===== src/rtl/uart_tx_fifo_drain.sv =====
// uart_tx_fifo_drain
//   UART transmitter that pops bytes from the single-clock FIFO directly
//   upstream of it and serialises each one onto the TX line. A frame is a
//   start bit, DATA_BITS data bits (LSB first), an optional parity bit and
//   STOP_BITS stop bits. Every bit lasts exactly CLKS_PER_BIT clocks.
//
// Ports
//   i_Clock        system clock, rising edge
//   i_Reset        synchronous active-high reset
//   i_Enable       low: no new frame is started (a frame in flight completes)
//   i_FifoData     FIFO read data, valid the cycle after a read strobe
//   i_FifoEmpty    FIFO empty flag
//   o_FifoRdEnable one-cycle read strobe per word
//   o_Tx           serial line, idle high
//   o_Busy         high from FETCH through the last stop bit
//
// State | Meaning
// ------+-----------------------------------------------------------
// IDLE  | line high, waiting for enable and a non-empty FIFO
// FETCH | read strobe high for one cycle
// LOAD  | strobe low, FIFO data captured, parity computed
// START | start bit (line low)
// DATA  | data bits, LSB first
// PARITY| parity bit (only when PARITY != 0)
// STOP  | stop bit(s); then fetch the next word or go idle
module uart_tx_fifo_drain #(
  parameter int DATA_BITS    = 8,
  parameter int CLKS_PER_BIT = 868,
  parameter int PARITY       = 0,
  parameter int STOP_BITS    = 1
) (
  input  logic                 i_Clock,
  input  logic                 i_Reset,
  input  logic                 i_Enable,
  input  logic [DATA_BITS-1:0] i_FifoData,
  input  logic                 i_FifoEmpty,
  output logic                 o_FifoRdEnable,
  output logic                 o_Tx,
  output logic                 o_Busy
);

  localparam int BAUD_W = $clog2(CLKS_PER_BIT);
  localparam int BIT_W  = $clog2(DATA_BITS);

  localparam logic [BAUD_W-1:0] BAUD_LAST = BAUD_W'(CLKS_PER_BIT - 1);
  localparam logic [BIT_W-1:0]  DATA_LAST = BIT_W'(DATA_BITS - 1);
  localparam logic [BIT_W-1:0]  STOP_LAST = BIT_W'(STOP_BITS - 1);

  typedef enum logic [2:0] {
    ST_IDLE,
    ST_FETCH,
    ST_LOAD,
    ST_START,
    ST_DATA,
    ST_PARITY,
    ST_STOP
  } stateType;

  stateType             state, stateNext;
  logic [BAUD_W-1:0]    baudCnt, baudCntNext;
  logic [BIT_W-1:0]     bitCnt, bitCntNext;
  logic [DATA_BITS-1:0] shiftReg, shiftRegNext;
  logic                 parityBit, parityBitNext;
  logic                 txNext, busyNext, rdEnableNext;
  logic                 baudEnd;
  logic                 wantFrame;

  assign baudEnd   = (baudCnt == BAUD_LAST);
  assign wantFrame = i_Enable && !i_FifoEmpty;

  // State, datapath and output registers. Outputs are loaded from the
  // next-state decode so they line up with the state they belong to.
  always_ff @(posedge i_Clock) begin
    if (i_Reset) begin
      state          <= ST_IDLE;
      baudCnt        <= '0;
      bitCnt         <= '0;
      shiftReg       <= '0;
      parityBit      <= 1'b0;
      o_Tx           <= 1'b1;
      o_Busy         <= 1'b0;
      o_FifoRdEnable <= 1'b0;
    end else begin
      state          <= stateNext;
      baudCnt        <= baudCntNext;
      bitCnt         <= bitCntNext;
      shiftReg       <= shiftRegNext;
      parityBit      <= parityBitNext;
      o_Tx           <= txNext;
      o_Busy         <= busyNext;
      o_FifoRdEnable <= rdEnableNext;
    end
  end

  // Next-state and datapath decode.
  always_comb begin
    stateNext     = state;
    baudCntNext   = '0;
    bitCntNext    = bitCnt;
    shiftRegNext  = shiftReg;
    parityBitNext = parityBit;

    // Baud counter runs only in the timed states and wraps at every bit
    // boundary, so bit periods never drift.
    if (state inside {ST_START, ST_DATA, ST_PARITY, ST_STOP}) begin
      baudCntNext = baudEnd ? '0 : baudCnt + 1'b1;
    end

    case (state)
      ST_IDLE: begin
        bitCntNext = '0;
        if (wantFrame) stateNext = ST_FETCH;
      end
      ST_FETCH: begin
        stateNext = ST_LOAD;
      end
      ST_LOAD: begin
        shiftRegNext  = i_FifoData;
        parityBitNext = (PARITY == 1) ? ~^i_FifoData : ^i_FifoData;
        bitCntNext    = '0;
        stateNext     = ST_START;
      end
      ST_START: begin
        if (baudEnd) stateNext = ST_DATA;
      end
      ST_DATA: begin
        if (baudEnd) begin
          if (bitCnt == DATA_LAST) begin
            bitCntNext = '0;
            stateNext  = (PARITY != 0) ? ST_PARITY : ST_STOP;
          end else begin
            bitCntNext   = bitCnt + 1'b1;
            shiftRegNext = shiftReg >> 1;
          end
        end
      end
      ST_PARITY: begin
        if (baudEnd) stateNext = ST_STOP;
      end
      ST_STOP: begin
        if (baudEnd) begin
          if (bitCnt == STOP_LAST) begin
            bitCntNext = '0;
            // Back-to-back frames skip IDLE entirely.
            stateNext  = wantFrame ? ST_FETCH : ST_IDLE;
          end else begin
            bitCntNext = bitCnt + 1'b1;
          end
        end
      end
      default: begin
        stateNext = ST_IDLE;
      end
    endcase
  end

  // Output decode from the state being entered.
  always_comb begin
    txNext       = 1'b1;
    busyNext     = 1'b1;
    rdEnableNext = 1'b0;
    case (stateNext)
      ST_IDLE:   busyNext     = 1'b0;
      ST_FETCH:  rdEnableNext = 1'b1;
      ST_START:  txNext       = 1'b0;
      ST_DATA:   txNext       = shiftRegNext[0];
      ST_PARITY: txNext       = parityBitNext;
      default:   txNext       = 1'b1;
    endcase
  end

endmodule

===== config.mk =====
export PLATFORM = sky130hd
export DESIGN_NAME = uart_tx_fifo_drain
export DESIGN_NICKNAME = d
export VERILOG_FILES = /design/src/rtl/uart_tx_fifo_drain.sv
export SDC_FILE = /design/constraint.sdc
export NUM_CORES = 1
export LEC_CHECK = 0
export BUFFER_PORTS_ARGS = -buffer_cell sky130_fd_sc_hd__buf_4
export CAP_MARGIN = 20
export CORE_MARGIN = 10
export CORE_UTILIZATION = 45
export CTS_CLUSTER_SIZE = 25
export DETAILED_ROUTE_END_ITERATION = 12
export GPL_TIMING_DRIVEN = 0
export PLACE_DENSITY_LB_ADDON = 0.08
export SYNTH_ARGS = -nofsm -noshare
export SYNTH_HDL_FRONTEND = slang
export SYNTH_SLANG_ARGS = --single-unit
export TNS_END_PERCENT = 30

===== constraint.sdc =====
create_clock -name i_Clock -period 5.6 [get_ports i_Clock]
set_input_delay 0.56 -clock i_Clock [delete_from_list [all_inputs] [get_ports i_Clock]]
set_output_delay 0.56 -clock i_Clock [all_outputs]
set_load 0.05 [all_outputs]

==> results_dict.tcl <==
set metrics [dict create \
    area_growth_pct 13.99 \
    ys_top_cells_by_area "dfxtp_1 40%, xnor2_1 8.1%, nor2_1 7.0%, a21oi_1 5.3%, nand2_1 4.3%" \
    gp_congestion 0.8472 \
    place_ws_ps 3127 \
    htreeDepth 1 \
    use_met2_pct 18.96 \
    drive_above_1_share_pct 13.44 \
    cts_buffer_depth 2 \
    cts_made_buffers 3 \
    vias_per_cell 5.226 \
    setup_ws_ps 3144 \
    placed_cells 226 \
    netlist_instances 168 \
    ys_seq_area_share_pct 39.93 \
    worstSetupPathType "reg2reg" \
    crit_required_ps 5820 \
    fill_cells 300 \
    stdcell_count 230 \
    cp-end-kind "flop" \
    arrival_ps 2670 \
    vias 1202 \
    grt_use_met3_pct 2.865 \
    cts_resized 0 \
    slew_headroom_pct 56.60 \
    dp_hpwl_um 2188 \
    port_buffers 14 \
    synth_warnings 0 \
    rows 20 \
    post_cts_buffers 0 \
    ys_types 35 \
    die_h_um 75.86 \
    synthSimpleGateAreaFrac_pct 26.92 \
    tightest_slew_ps 649.6 \
    synth_nets 184 \
    synth_top_area_share_pct 39.93 \
    diodes 0 \
    synth-async-reset-ratio_pct 0 \
    regArea_sq_um 560.5 \
    endpoint "shiftReg[5]" \
    hold_buffers 0 \
    synthAdderAreaFrac_pct 3.565 \
    r2r_end "shiftReg[5]" \
    synth_compound_area_share_pct 14.17 \
    reg2regPathDepth 7 \
    reg2reg_from "bitCnt[0]" \
    synth.ff_latch_count 28 \
    multiInputGateArea_sq_um 797.0 \
    synth_commonest_cells "28 x dfxtp_1, 26 x nor2_1, 16 x nand2_1" \
    clkSlewWorstSetupHoldPaths_ps 150 \
    cts_tree "done" \
    initial_utilization_pct 46.36 \
    synth_top_flop_cell "dfxtp_1" \
    syn_area_sq_um 1404 \
    cp_max_fo 9 \
    grt_pass1_wl_um 5064 \
    grt_max_degree 16 \
    io_pins 15 \
    outcome "completed" \
    grt_pass1_vias 1171 \
    yosys.area.top_type "dfxtp_1" \
    period_minus_slack_ps 2456 \
    rrSetupSlack_ps 3140 \
    drc 0 \
    peakVddDrop_mv 0.1526 \
    top_usage_layer "met2" \
    cts.sinks 28 \
    antenna_found_initial 0 \
    finalSetupTns_ps 0 \
    start_kind "flop" \
    max_cap_viol_count 0 \
    yosysMostFrequentCell "dfxtp_1" \
    timing.final.crit_share_pct 43.85 \
    power_per_cell_area_nw_per_um2 238.6 \
    hold_ws_ps 464.7 \
    synth_top_family_by_area "simple AND/OR/NAND/NOR gates" \
    clock_latency_ps 330 \
    core_area_sq_um 3028 \
    muxShareOfSynthArea_pct 2.139 \
    hold_violations 0 \
    dieArea_sq_um 5754 \
    track_usage_pct 11.24 \
    routed_wl_um 2869 \
    clock.fmax_ghz 0.4072 \
    p_leak_nw 0.5510 \
    grt_overflow 0 \
    synth_edf_count 0 \
    synth_xor_area_share_pct 9.982 \
    critPathLaunch "bitCnt[0]" \
    initialDrtViolationCount 108 \
    setup_violations 0 \
    rsz0062_at_grt "false" \
    dr.pass1.iters 4 \
    hold_path_class "reg2reg" \
    wire_per_inst_um 12.47 \
    met1_usage_pct 13.23 \
    die-width_um 75.86 \
    cts-root-buf "clkbuf_4" \
    final.setup_skew_ps 1.928 \
    avgSynthCellArea_sq_um 8.356 \
    ant_nets 0 \
    nets 203 \
    drv_slew 0 \
]
-- state kept, by name, summed over array words and instances, names as in the netlist --
name,count
parityBit,1
o_Busy,1
shiftReg,8
o_Tx,1
state,3
baudCnt,10
bitCnt,3
o_FifoRdEnable,1
-- power by group --
part / total [W] / internal (W) / switching, W
logic: 0.0000699 / 0.0000291 / 0.0000408
registers: 0.000213 / 0.000208 / 0.00000468
clock network: 0.0000990 / 0.0000399 / 0.0000591
total: 0.000382 / 0.000277 / 0.000105
-- worst max-delay path, cell delays in order (launching register included) --
cell     delay, ps
dfxtp_1        360
ha_1           210
ha_1           240
or4b_1         540
nor4_4         550
nor2_1         240
nand2_1        120
a21oi_1         70
-- cells by family (layout without fill, tap and decap cells) --
family,count (synthesis),count (layout)
AND/OR/NAND/NOR,73,73
AO/OA/AOI/OAI,32,32
flip-flops,28,28
XOR/XNOR,16,16
buffers and inverters,12,30
adder cells (fa/ha/maj),4,4
multiplexers,3,3
-- how the worst min path moves through the flow --
stage / from / endpoint / slack (ps) / depth (start not counted)
2_1_floorplan: baudCnt[0] / baudCnt[0] / 430 / 1
3_3_place_gp: baudCnt[0] / baudCnt[0] / 440 / 1
3_5_place_dp: shiftReg[3] / shiftReg[3] / 450 / 2
4_1_cts: shiftReg[3] / shiftReg[3] / 470 / 2
5_1_grt: shiftReg[2] / shiftReg[2] / 480 / 2
6_report: shiftReg[3] / shiftReg[3] / 460 / 2
-- through the flow --
| step | power [W] | area [sq um] | utilization (%) |
|---|---|---|---|
| global route | 0.0004046 | 1600 | 52.85 |
| detailed placement | 0.0002878 | 1564 | 51.65 |
| CTS | 0.0003865 | 1600 | 52.85 |
| finish | 0.0003818 | 1600 | 52.85 |
| global placement | 0.0002863 | 1564 | 51.65 |
| floorplan | 0.0002669 | 1404 | - |
-- placed cells by master, fill, tap and decap left out --
master     synthesis  routed
a211oi_1           2       2
a211oi_2           1       1
a21o_1             1       1
a21oi_1           15      15
a22oi_1            7       7
a31oi_1            1       1
and3_1             2       2
buf_2              1       1
buf_4              0      14
clkbuf_1           7       7
clkbuf_4           0       3
clkbuf_8           0       1
dfxtp_1           28      28
ha_1               4       4
inv_1              4       4
mux2i_1            3       3
nand2_1           16      16
nand2b_1           2       2
nand3_1            8       8
nand4bb_1          1       1
nor2_1            26      26
nor2b_1            2       2
nor3_1             4       4
nor3b_1            2       2
nor3b_2            1       1
nor4_1             2       2
nor4_4             1       1
o21ai_0            3       3
o21ai_1            1       1
o311a_1            1       1
or2_2              1       1
or3_1              1       1
or3b_2             1       1
or3b_4             1       1
or4_1              1       1
or4b_1             1       1
xnor2_1           13      13
xor2_1             3       3
-- layer usage --
metal	wire length, um	share of wire (%)
met2	1334	46
met4	19	0.66
met1	1359	47
met5	0	0
met3	156	5.4
-- layout make-up --
class | instances | share of cell area (%)
Timing Repair Buffer | 14 | 6.568
Buffer | 8 | 1.955
Tap cell | 44 | 3.440
Sequential cell | 28 | 35.03
Multi-Input combinational cell | 128 | 49.80
Inverter | 4 | 0.9382
Clock buffer | 4 | 2.267
No activity file was read; power rests on OpenSTA's default activity.
